[src/rtl/cacheline_arbiter_if.sv]
// Cache-side and pmem-side signals of the cacheline arbiter.
// master = caches plus memory model; slave = the arbiter itself.
interface cacheline_arbiter_if #(
  parameter int ADDR_W  = 32,
  parameter int LINE_W  = 256,
  parameter int BURST_W = 64
);
  logic              i_read;
  logic [ADDR_W-1:0] i_address;
  logic [LINE_W-1:0] i_rdata;
  logic              i_resp;

  logic              d_read;
  logic              d_write;
  logic [ADDR_W-1:0] d_address;
  logic [LINE_W-1:0] d_wdata;
  logic [LINE_W-1:0] d_rdata;
  logic              d_resp;

  logic               pmem_read;
  logic               pmem_write;
  logic [ADDR_W-1:0]  pmem_address;
  logic [BURST_W-1:0] pmem_wdata;
  logic [BURST_W-1:0] pmem_rdata;
  logic               pmem_resp;

  modport master (
    output i_read, i_address, d_read, d_write, d_address, d_wdata,
           pmem_rdata, pmem_resp,
    input  i_rdata, i_resp, d_rdata, d_resp,
           pmem_read, pmem_write, pmem_address, pmem_wdata
  );

  modport slave (
    input  i_read, i_address, d_read, d_write, d_address, d_wdata,
           pmem_rdata, pmem_resp,
    output i_rdata, i_resp, d_rdata, d_resp,
           pmem_read, pmem_write, pmem_address, pmem_wdata
  );
endinterface

[src/rtl/cacheline_arbiter.sv]
// Arbitrates I/D cache line transfers onto one burst pmem port; CACHELINE_ARB_RR_EN enables alternating tie-break.
// Latency: grant + BEATS + 1 cycles at zero wait; pmem_resp low stalls the burst, other requests wait.
module cacheline_arbiter #(
  parameter int ADDR_W  = 32,
  parameter int LINE_W  = 256,
  parameter int BURST_W = 64
) (
  input logic                clk,
  input logic                rst,
  cacheline_arbiter_if.slave bus
);

  localparam int BEATS = LINE_W / BURST_W;
  localparam int CNT_W = (BEATS > 1) ? $clog2(BEATS) : 1;
  localparam int OFF_W = $clog2(LINE_W / 8);
  localparam logic [CNT_W-1:0]  LAST_BEAT = CNT_W'(BEATS - 1);
  localparam logic [ADDR_W-1:0] LINE_MASK = {ADDR_W{1'b1}} << OFF_W;

  typedef enum logic [2:0] {IDLE, I_RD, D_RD, D_WR, DONE} state_t;

  state_t            state;
  logic [CNT_W-1:0]  cnt;
  logic [LINE_W-1:0] line_buf;
  logic [ADDR_W-1:0] addr_q;
  logic              owner_d;
  logic              rd_q;
  logic              wr_q;
  logic              i_resp_q;
  logic              d_resp_q;

  logic d_req;
  logic grant_d;
  logic grant_i;

  assign d_req = bus.d_read | bus.d_write;

`ifdef CACHELINE_ARB_RR_EN
  // Tracks the winner of the last contended grant only, so uncontended traffic does not skew the alternation.
  logic last_d;
  assign grant_d = d_req & (~bus.i_read | ~last_d);
`else
  assign grant_d = d_req;
`endif
  assign grant_i = bus.i_read & ~grant_d;

  always_ff @(posedge clk) begin
    if (rst) begin
      state    <= IDLE;
      cnt      <= '0;
      line_buf <= '0;
      addr_q   <= '0;
      owner_d  <= 1'b0;
      rd_q     <= 1'b0;
      wr_q     <= 1'b0;
      i_resp_q <= 1'b0;
      d_resp_q <= 1'b0;
`ifdef CACHELINE_ARB_RR_EN
      last_d   <= 1'b0;
`endif
    end else begin
      case (state)
        IDLE: begin
`ifdef CACHELINE_ARB_RR_EN
          if (d_req && bus.i_read)
            last_d <= grant_d;
`endif
          if (grant_d) begin
            owner_d <= 1'b1;
            addr_q  <= bus.d_address & LINE_MASK;
            // A simultaneous read+write is treated as a writeback.
            if (bus.d_write) begin
              line_buf <= bus.d_wdata;
              wr_q     <= 1'b1;
              state    <= D_WR;
            end else begin
              rd_q  <= 1'b1;
              state <= D_RD;
            end
          end else if (grant_i) begin
            owner_d <= 1'b0;
            addr_q  <= bus.i_address & LINE_MASK;
            rd_q    <= 1'b1;
            state   <= I_RD;
          end
        end

        I_RD, D_RD, D_WR: begin
          if (bus.pmem_resp) begin
            if (state != D_WR)
              line_buf[cnt*BURST_W +: BURST_W] <= bus.pmem_rdata;
            if (cnt == LAST_BEAT) begin
              cnt   <= '0;
              rd_q  <= 1'b0;
              wr_q  <= 1'b0;
              state <= DONE;
              if (owner_d) d_resp_q <= 1'b1;
              else         i_resp_q <= 1'b1;
            end else begin
              cnt <= cnt + 1'b1;
            end
          end
        end

        DONE: begin
          i_resp_q <= 1'b0;
          d_resp_q <= 1'b0;
          state    <= IDLE;
        end

        default: state <= IDLE;
      endcase
    end
  end

  assign bus.pmem_read    = rd_q;
  assign bus.pmem_write   = wr_q;
  assign bus.pmem_address = addr_q;
  assign bus.pmem_wdata   = line_buf[cnt*BURST_W +: BURST_W];
  assign bus.i_rdata      = line_buf;
  assign bus.d_rdata      = line_buf;
  assign bus.i_resp       = i_resp_q;
  assign bus.d_resp       = d_resp_q;

endmodule
[src/flat_wrapper.sv]
// flat-port wrapper written by rule: the top's interface ports become plain ports
module cacheline_arbiter_flat 
#(
  parameter int ADDR_W  = 32,
  parameter int LINE_W  = 256,
  parameter int BURST_W = 64
)
  (clk, rst, bus_i_read, bus_i_address, bus_d_read, bus_d_write, bus_d_address, bus_d_wdata, bus_pmem_rdata, bus_pmem_resp, bus_i_rdata, bus_i_resp, bus_d_rdata, bus_d_resp, bus_pmem_read, bus_pmem_write, bus_pmem_address, bus_pmem_wdata);
  cacheline_arbiter_if #(.ADDR_W(ADDR_W), .LINE_W(LINE_W), .BURST_W(BURST_W)) bus_i ();
  input logic clk;
  input logic rst;
  input wire logic [$bits(bus_i.i_read)-1:0] bus_i_read;
  input wire logic [$bits(bus_i.i_address)-1:0] bus_i_address;
  input wire logic [$bits(bus_i.d_read)-1:0] bus_d_read;
  input wire logic [$bits(bus_i.d_write)-1:0] bus_d_write;
  input wire logic [$bits(bus_i.d_address)-1:0] bus_d_address;
  input wire logic [$bits(bus_i.d_wdata)-1:0] bus_d_wdata;
  input wire logic [$bits(bus_i.pmem_rdata)-1:0] bus_pmem_rdata;
  input wire logic [$bits(bus_i.pmem_resp)-1:0] bus_pmem_resp;
  output wire logic [$bits(bus_i.i_rdata)-1:0] bus_i_rdata;
  output wire logic [$bits(bus_i.i_resp)-1:0] bus_i_resp;
  output wire logic [$bits(bus_i.d_rdata)-1:0] bus_d_rdata;
  output wire logic [$bits(bus_i.d_resp)-1:0] bus_d_resp;
  output wire logic [$bits(bus_i.pmem_read)-1:0] bus_pmem_read;
  output wire logic [$bits(bus_i.pmem_write)-1:0] bus_pmem_write;
  output wire logic [$bits(bus_i.pmem_address)-1:0] bus_pmem_address;
  output wire logic [$bits(bus_i.pmem_wdata)-1:0] bus_pmem_wdata;
  assign bus_i.i_read = bus_i_read;
  assign bus_i.i_address = bus_i_address;
  assign bus_i.d_read = bus_d_read;
  assign bus_i.d_write = bus_d_write;
  assign bus_i.d_address = bus_d_address;
  assign bus_i.d_wdata = bus_d_wdata;
  assign bus_i.pmem_rdata = bus_pmem_rdata;
  assign bus_i.pmem_resp = bus_pmem_resp;
  assign bus_i_rdata = bus_i.i_rdata;
  assign bus_i_resp = bus_i.i_resp;
  assign bus_d_rdata = bus_i.d_rdata;
  assign bus_d_resp = bus_i.d_resp;
  assign bus_pmem_read = bus_i.pmem_read;
  assign bus_pmem_write = bus_i.pmem_write;
  assign bus_pmem_address = bus_i.pmem_address;
  assign bus_pmem_wdata = bus_i.pmem_wdata;
  cacheline_arbiter #(.ADDR_W(ADDR_W), .LINE_W(LINE_W), .BURST_W(BURST_W)) u_core (.clk(clk), .rst(rst), .bus(bus_i));
endmodule
[config.mk]
export PLATFORM = sky130hd
export DESIGN_NAME = cacheline_arbiter_flat
export DESIGN_NICKNAME = d
export VERILOG_FILES = /design/src/rtl/cacheline_arbiter_if.sv /design/src/rtl/cacheline_arbiter.sv /design/src/flat_wrapper.sv
export SDC_FILE = /design/constraint.sdc
export NUM_CORES = 1
export LEC_CHECK = 0
export CORE_AREA = 2 2 385 387
export CTS_BUF_LIST = sky130_fd_sc_hd__clkbuf_8 sky130_fd_sc_hd__clkbuf_16
export DETAILED_ROUTE_END_ITERATION = 12
export DIE_AREA = 0 0 387 389
export PLACE_DENSITY_LB_ADDON = 0.3
export SLEW_MARGIN = 20
export SYNTH_ARGS = -nofsm -noshare
export SYNTH_HDL_FRONTEND = slang
export SYNTH_SLANG_ARGS = --single-unit
[constraint.sdc]
create_clock -name clk -period 2.85 [get_ports clk]
set_input_delay 0.4275 -clock clk [delete_from_list [all_inputs] [get_ports clk]]
set_output_delay 0.4275 -clock clk [all_outputs]
set_load 0.01 [all_outputs]
After elaboration in Yosys (flattened, before gate mapping)

Cells that the tools add are included.

Add/subtract/negate cells: 2
Equal/unequal tests: 15
Shift operators: 3
Mux-type cells: 34
Bitwise gates (word level): 3
Reduce and logical (&&, ||, !) cells: 13

Operator list:

| cell                                                    | number |
|---|---|
| 2-to-1 mux 256 bit                                      | 4 |
| one-hot mux 256 bit (2 select lines)                    | 1 |
| bitwise mux 256 bit                                     | 1 |
| variable shift 64 x 34 -> 256 bit, first input constant | 1 |
| indexed part select 256 x 9 -> 64 bit                   | 1 |
| indexed part select 64 x 34 -> 256 bit                  | 1 |
| 2-to-1 mux 32 bit                                       | 2 |
| negation 8 -> 34 bit                                    | 1 |
| 2-to-1 mux 1 bit                                        | 16 |
| AND reduction 5 bit                                     | 3 |
| 2-to-1 mux 3 bit                                        | 4 |
| != test 2 x 1 -> 1 bit, second input constant           | 4 |
| one-hot mux 1 bit (2 select lines)                      | 4 |
| AND reduction 4 bit                                     | 2 |
| equality test 3 x 2 -> 1 bit, second input constant     | 2 |
| != test 2 bit, second input constant                    | 3 |
| one-hot mux 3 bit (2 select lines)                      | 1 |
| nonzero test 2 bit                                      | 3 |
| AND reduction 2 bit                                     | 2 |
| equality test 3 x 1 -> 1 bit, second input constant     | 1 |
| equality test 3 bit, second input constant              | 1 |
| zero test 3 bit                                         | 1 |
| != test 3 x 1 -> 1 bit, second input constant           | 1 |
| != test 3 x 2 -> 1 bit, second input constant           | 1 |
| 9 further kinds                                         | 9 |

Flip-flop bits (word level): 298
Bits of input ports: 390
Word-level logic and storage cells: 79

Depth between registers and ports, before layout

Gate-level depths: netlist of run 1.

Depth after elaboration: 6
Gate-level depth with buffers: 10
Depth with buffers taken out: 6

Least setup slack after synthesis of run 1

No wires, ideal clock.

Kind: reg2reg
Start: register u_core.cnt[1]
End: register u_core.line_buf[207] (netlist: u_core.bus.d_rdata[207])
Library setup time: 0.081 ns
Arrival time: 2.553 ns
Required time: 2.769 ns
Slack: 0.215 ns
Stages on the path, launching flop included: 10
Path buffers: 3
Period minus slack after synthesis: 2.635 ns
Path through: dfxtp_1 clkbuf_1 buf_1 inv_1 ha_1 nand2b_1 nor4_4 clkbuf_1 a22oi_1 a211oi_2

Cells in the longest elaborated chain, start to end: 6

Ends and longest elaborated chain:

| item                                                                                        | line                    | RTL |
|---|---|---|
| start: declaration                                                                          | cacheline_arbiter.sv:22 | `logic [CNT_W-1:0] cnt;` |
| start signal: assignment                                                                    | cacheline_arbiter.sv:99 | `cnt <= cnt + 1'b1;` |
| negation 8 -> 34 bit *                                                                      | cacheline_arbiter.sv:90 | `line_buf[cnt*BURST_W +: BURST_W] <= bus.pmem_rdata;` |
| indexed part select 64 x 34 -> 256 bit or variable shift 64 x 34 -> 256 bit (tied branches) | cacheline_arbiter.sv:90 |  |
| bitwise mux 256 bit *                                                                       | cacheline_arbiter.sv:90 |  |
| 2-to-1 mux 256 bit *                                                                        | cacheline_arbiter.sv:89 | `if (state != D_WR)` |
| 2-to-1 mux 256 bit *                                                                        | cacheline_arbiter.sv:88 | `if (bus.pmem_resp) begin` |
| one-hot mux 256 bit (2 select lines) *                                                      | cacheline_arbiter.sv:61 | `case (state)` |
| end signal: assignment                                                                      | cacheline_arbiter.sv:72 | `line_buf <= bus.d_wdata;` |
| end signal: indexed assignment                                                              | cacheline_arbiter.sv:90 |  |
| end: declaration                                                                            | cacheline_arbiter.sv:23 | `logic [LINE_W-1:0] line_buf;` |

Every way passes the cells marked *; elsewhere a longest branch is shown, timed or not. The select of a mux whose other input is x is not followed.
A chain may end at the register's enable or synchronous reset.

Worst setup path in the final report of run 1

Start: register u_core.cnt[0]
End: output bus_pmem_wdata[50]

Cells in the longest elaborated chain, start to end: 1

Ends and longest elaborated chain:

| item                                  | line                     | RTL |
|---|---|---|
| indexed part select 256 x 9 -> 64 bit | cacheline_arbiter.sv:118 | `assign bus.pmem_wdata = line_buf[cnt*BURST_W +: BURST_W];` |
| end: declaration                      | flat_wrapper.sv:27       | `output wire logic [$bits(bus_i.pmem_wdata)-1:0] bus_pmem_wdata;` |

No other way between the ends.

==> run metrics, run 1 <==
outcome=completed; CTS Buffer Depth=3; grt total ovfl=0; maximum vdd drop=0.339 mV; total wire length=128 mm; R2R cell count=8; Gate Count Post-Synth=about 1900; vias in the first global route=19300; Sw Share=roughly two fifths; Non-Filler Instances=4568; Hold Path Depth=2; Core Util, Final=20.8%; Synth top cells by count=dfxtp_1, buf_4, a21oi_1, a211oi_2, a22oi_1; H-tree levels=2; clock power share=roughly a quarter; share of cells above drive strength 1=around 17%; DRT antenna net count=0; DIE WIDTH=387 microns; Final setup violation count=0; crit path launch type=register; # nets final=2994; top-area cell type share of the netlist area=between 30% and 40%; Synth area leaders=dfxtp_1, buf_4, a211oi_2; Max Freq=361 MHz; residual DRC count=0; RSZ-0062 raised after global routing=no; IO Port Bufs=986; initial DRC count=1484; Vias=19300; fin crit share=slightly below 100%; Initial Util=between 10% and 20%; dpl cells=between 4000 and 5000; filler instances=~16000; largest area contributor in the synthesized netlist=dfxtp_1; EDFF count, synth=0; core area=approximately 150000 sq um; register-to-register setup slack=approximately 0.15 ns; flops & latches, synth=between 200 and 300; Async SR Flop Fraction=0%; Yosys cell types=45; # clock sinks=293; dpl cell area=28900 sq um; kind of end point of the critical path=output pin; Hold Path End=u_core.owner_d$_SDFFE_PP0P_; routed len/inst=28.1 microns; initial antenna violation count=30; Final Max Tran Viols=0; Internal=between 10000 and 15000 uW; WP data required=roughly 2.4 ns; Combinational Power Share=45.0%; Slew @ Worst Pin=0.831 ns; Clk pin slew, worst setup/hold paths=0.05 ns; Synth Warn #=0; Max-Cap Viols=0; sequential share of the synthesized area=32.5%; Area growth, synth to finish=69.2%; RR Endpoint=u_core.bus.d_rdata[26]$_SDFFE_PP0P_; Detailed Routing Iterations Pass 1=5; critical path start-end classification=reg -> out; Final Cell Area=30500 sq um; worst reg2reg path startpoint=u_core.cnt[0]$_SDFFE_PP0P_; Clock Skew=0.0149 ns; Avg Cell Area, Syn=9.46 sq um; first-pass GRT wire length=171 mm; largest net degree at the start of global routing=85; Post-DP HPWL=96.3 mm; CTS Root Buffer Type=clkbuf_16; final hold slack=0.298 ns; top-count cell post-synth=dfxtp_1; LEAKAGE=0.00994 uW; Pwr Density=between 600 and 700 nW/um^2; crit path time final=2.77 ns; main flop type after synthesis=dfxtp_1; Die Span Y=between 300 and 400 microns; Die Area=151000 sq um; final hold violations=0; crit path DAT=2.34 ns; num ports=1002; Syn Std Cell Area=approximately 18000 sq um; Worst Hold Class=in -> reg; Reg power frac=28.4%; GRT Util Overall=16.2%; GP Congestion=0.868; hold path startpoint=rst; TritonCTS clock tree=yes; relative slew slack=44.6%; vias per cell=4.23; Clock Latency Late Sink=0.60 ns; Crit Path Max Fanout=6; CTS Hold Bufs=0; Net Switching=7860 uW; CTS Buf Count=42; Site Rows=141
-- layout make-up --
type | count | area (sq um) | area share [%]
Tap cell | 1930 | 2410 | 7.91
Clock inverter | 20 | 121 | 0.398
Antenna cell | 7 | 17.5 | 0.0574
Clock buffer | 55 | 1260 | 4.14
Sequential cell | 293 | 5870 | 19.2
Multi-Input combinational cell | 1136 | 9260 | 30.3
Timing Repair Buffer | 1124 | 11600 | 37.9
Inverter | 3 | 11.3 | 0.0369
-- registers in the layout, indices dropped and copies added, names as in the netlist, 2 cells and up --
signal and count:
u_core.bus.d_rdata 256, u_core.state 3, u_core.bus.pmem_address 27, u_core.cnt 2
-- power groups by stage --
stage	clock network (uW)	logic, uW	registers, uW
6_report	5410	9150	5760
5_1_grt	5720	9650	5830
4_1_cts	5610	9250	5760
3_5_place_dp	0	9200	5840
3_3_place_gp	0	9190	5840
2_1_floorplan	0	4330	5670
-- worst max-delay path, cell delays in order, from the launching register on --
cell and delay, ns:
dfxtp_4 0.37, buf_12 0.13, buf_16 0.17, buf_12 0.13
mux4_2 0.52, clkdlybuf4s15_1 0.41
-- cell families after synthesis --
logic type	Yosys count	share of synthesized area (%)
other	1	0.0208
and+or+nand+nor	285	7.85
adders and majority gates	4	0.277
DFF	293	32.5
AOI/OAI and AO/OA	777	34.6
buffers and inverters	482	16.7
xor gates and xnor gates	1	0.0485
muxes	64	7.99
-- per-stage QoR --
stage               setup slack (ns)  TNS [ns]  total power, uW
floorplan                      0.215         0            10000
global placement               0.224         0            15000
detailed placement             0.207         0            15000
CTS                          -0.0228   -0.0228            20600
global route                 0.00400         0            21200
finish                        0.0835         0            20300
-- metal layers --
metal / global-route usage (%) / up-vias / routed length (microns)
li1: - / 8378 / -
met1: 20.6 / 9767 / 54000
met2: 27.5 / 1007 / 61800
met3: 3.45 / 160 / 9000
met4: 4.25 / 16 / 3310
met5: 0 / - / 96
-- how the worst max path moves through the flow --
stage                                     from                              endpoint  slack [ns]  cells after the start
floorplan           u_core.cnt[1]$_SDFFE_PP0P_  u_core.bus.d_rdata[207]$_SDFFE_PP0P_        0.22                      9
global placement    u_core.cnt[0]$_SDFFE_PP0P_   u_core.bus.d_rdata[26]$_SDFFE_PP0P_        0.22                      8
detailed placement                 bus_d_write  u_core.bus.d_rdata[157]$_SDFFE_PP0P_        0.21                      7
CTS                 u_core.cnt[0]$_SDFFE_PP0P_                    bus_pmem_wdata[41]       -0.02                      5
global route        u_core.cnt[0]$_SDFFE_PP0P_                    bus_pmem_wdata[22]       0.004                      4
finish              u_core.cnt[0]$_SDFFE_PP0P_                    bus_pmem_wdata[50]        0.08                      5
-- timing repair --
item	CTS	global route
endpoints found under the setup margin	62	2
resized for setup	95	2
gates cloned	6	1
setup buffers	6	0
-- cell usage in the layout (no fill, tap or decap), drive strengths merged, types with 2 or more instances in the layout --
cell	n
nor4	3
mux4	64
o21bai	2
o2bb2ai	64
o21ai	31
bufbuf	5
clkinv	5
conb	5
diode	7
nor2	97
buf	140
a21oi	199
o32ai	64
nor2b	2
clkbuf	56
ha	4
nor3	8
inv	17
o21a	65
a311oi	27
clkdlybuf4s15	4
a22oi	128
nor3b	66
nand2b	5
dlygate4sd2	53
a211oi	192
nand2	98
clkdlybuf4s50	921
dfxtp	293
Power figures use the tool's default switching activity.
==> run 2, diff against run 1 <==
--- a/config.mk
+++ b/config.mk
@@ -5,6 +5,7 @@
 export SDC_FILE = /design/constraint.sdc
 export NUM_CORES = 1
 export LEC_CHECK = 0
+export CAP_MARGIN = 15
 export CORE_AREA = 2 2 385 387
 export CTS_BUF_LIST = sky130_fd_sc_hd__clkbuf_8 sky130_fd_sc_hd__clkbuf_16
 export DETAILED_ROUTE_END_ITERATION = 12
==> results of run 2 <==
No change in the layout: final DEF, timing and power equal those of run 1.
==> run 3, diff against run 2 <==
--- a/config.mk
+++ b/config.mk
@@ -6,10 +6,10 @@
 export NUM_CORES = 1
 export LEC_CHECK = 0
 export CAP_MARGIN = 15
-export CORE_AREA = 2 2 385 387
+export CORE_AREA = 2 2 394 396
 export CTS_BUF_LIST = sky130_fd_sc_hd__clkbuf_8 sky130_fd_sc_hd__clkbuf_16
 export DETAILED_ROUTE_END_ITERATION = 12
-export DIE_AREA = 0 0 387 389
+export DIE_AREA = 0 0 396 398
 export PLACE_DENSITY_LB_ADDON = 0.3
 export SLEW_MARGIN = 20
 export SYNTH_ARGS = -nofsm -noshare
==> run 3 against run 2 <==
  * Sequential power increased by 1%
  * Combinational power decreased by 2.2%
  * Sequential share of layout area grew 0.059 points
  * Design area down 0.31%
  * Critical endpoint is now u_core.bus.d_rdata[86]$_SDFFE_PP0P_
  * Largest cell class unchanged
  * Worst setup slack improved by 0.0066 ns
  * Clock skew up 0.0018 ns
==> run metrics, run 3 (same netlist as run 1, synthesis figures left out) <==
maximum vdd drop=0.348 mV (+2.7%); Core Util, Final=19.9% (-0.97 points); GP Congestion=0.832 (-4.1%); grt total ovfl=0 (unchanged); total wire length=128 mm (-0.53%); Post-Place Setup Slack=0.225 ns (+0.0180 ns); GRT Util Overall=15.3% (-0.94 points); Worst Hold Class=in -> reg; Vias=19200 (-0.86%); Slew @ Worst Pin=0.729 ns (-0.103 ns); Die Area=158000 sq um (+4.7%); CTS Hold Bufs=0 (unchanged); CTS Buffer Depth=3 (unchanged); relative slew slack=51.4% (+6.8 points); # nets final=2985 (-0.30%); filler instances=16900 (+5.3%); final hold violations=0 (unchanged); initial DRC count=1313 (-12%); IO Port Bufs=986 (unchanged); Clock Latency Late Sink=0.60 ns (about the same); most common cell after layout, fill and taps aside=clkdlybuf4s50_1; largest net degree at the start of global routing=71 (-16%); num ports=1002 (unchanged); setup TNS=0 ns (unchanged); critical path start-end classification=reg -> reg; Max-Cap Viols=0 (unchanged); Die Span Y=398 microns (+2.3%); Final Max Tran Viols=0 (unchanged); residual DRC count=0 (unchanged); DRT antenna net count=0 (unchanged); commonest cells after routing, fill and taps aside=clkdlybuf4s50_1, dfxtp_1, a21oi_1; Clk pin slew, worst setup/hold paths=0.06 ns (about the same); initial antenna violation count=26 (-13%); Area growth, synth to finish=68.7%; share of cells above drive strength 1=16.9% (-0.17 points); max FFs per register=256 (unchanged); crit path DAT=3.28 ns (+0.94 ns); vias per cell=4.10 (-3.0%); routed len/inst=27.3 microns (-2.7%); Final setup violation count=0 (unchanged); critical path cell sequence=buf_12 -> buf_1 -> inv_1 -> ha_4 -> nand2_1 -> nor4_4 -> buf_4 -> clkbuf_16 -> buf_4 -> a22oi_1 -> a211oi_2; CTS Root Buffer Type=clkbuf_16; Pwr Density=666 nW/um^2 (about the same); Crit Path Max Fanout=19 (+13); CTS Buf Count=42 (unchanged); slowest stage delay, CP=0.37 ns (-0.15 ns); core area=153000 sq um (+4.6%); register-to-register setup slack=0.09 ns (-0.06 ns); # clock sinks=293 (unchanged); final setup margin=0.0902 ns (+0.00664 ns); Detailed Routing Iterations Pass 1=5 (unchanged); outcome=completed; Initial Util=11.8% (-0.54 points); TritonCTS clock tree=yes; CP max-delay cell=dfxtp_4; LEAKAGE=0.00981 uW (-1.3%); first-pass GRT wire length=169 mm (-1.2%); Clock Skew=0.0167 ns (+0.00178 ns); H-tree levels=2 (unchanged); crit path time final=2.76 ns (-0.00664 ns); Post-DP HPWL=95.7 mm (-0.61%); crit path launch type=register; WP data required=3.37 ns (+0.95 ns); crit-path most repeated cell=buf_4; total power=20300 uW (-0.28%); kind of end point of the critical path=register; DIE WIDTH=396 microns (+2.3%); Site Rows=144 (+2.1%); vias in the first global route=18900 (-2.1%); fin crit share=96.8% (-0.23 points); Max Freq=362 MHz (+0.24%)
run 3: what timing repair did:
| action | in CTS | in global routing |
|---|---|---|
| hold endpoints to repair | 0 | 0 |
| pin swaps | 0 | 1 |
| gates cloned | 2 | 1 |
| resized for setup | 79 | 6 |
| buffers inserted | 5 | 5 |
| setup endpoints to repair | 61 | 13 |
run 3: metrics by stage:
step	hold WS [ns]	cell area (sq um)	std cells
finish	0.324	30400	4670
floorplan	0.479	18100	1911
CTS	0.307	30400	4660
global placement	0.480	28900	4578
global route	0.298	30400	4666
detailed placement	0.474	28900	4578
run 3: area by class of cell:
class / instances / area (sq um) / area share (%)
clock inverter: 22 / 160 / 0.526
inverter: 3 / 11.3 / 0.0370
timing repair buffer: 1115 / 11300 / 37.2
multi-input combinational: 1136 / 9260 / 30.4
sequential: 293 / 5870 / 19.3
clock buffer: 53 / 1240 / 4.06
antenna: 4 / 10.0 / 0.0329
tap: 2044 / 2560 / 8.40
run 3: path summary, 6_finish.rpt:
check,depth (start not counted),to,startpoint
worst min-delay path,2,u_core.bus.d_rdata[70]$_SDFFE_PP0P_,rst
worst max-delay path,11,u_core.bus.d_rdata[86]$_SDFFE_PP0P_,u_core.cnt[0]$_SDFFE_PP0P_
worst max register to register,11,u_core.bus.d_rdata[86]$_SDFFE_PP0P_,u_core.cnt[0]$_SDFFE_PP0P_
worst min register to register,2,u_core.bus.i_resp$_SDFFE_PP0P_,u_core.bus.i_resp$_SDFFE_PP0P_
run 3: report_power, final:
part | leakage, uW | total, uW | internal, uW | switching (uW)
Sequential | 0.00242 | 5820 | 4770 | 1050
Clock | 0.000732 | 5490 | 3230 | 2270
Combinational | 0.00665 | 8950 | 4450 | 4500
Total | 0.00981 | 20300 | 12400 | 7810
run 3: critical path, delay by kind of cell (launching register included):
family,cells,cell delay [ns]
flip-flops,1,0.37
buffers and inverters,6,1.21
adder cells (fa/ha/maj),1,0.35
AO/OA/AOI/OAI,2,0.32
AND/OR/NAND/NOR,2,0.39
run 3: routing by layer:
| metal | GRT usage [%] | wire length (microns) | up-vias |
|---|---|---|---|
| met2 | 26.3 | 62800 | 937 |
| met4 | 3.23 | 2600 | 6 |
| li1 | - | - | 8346 |
| met5 | 0 | 31 | - |
| met3 | 2.84 | 8010 | 143 |
| met1 | 19.7 | 54000 | 9730 |
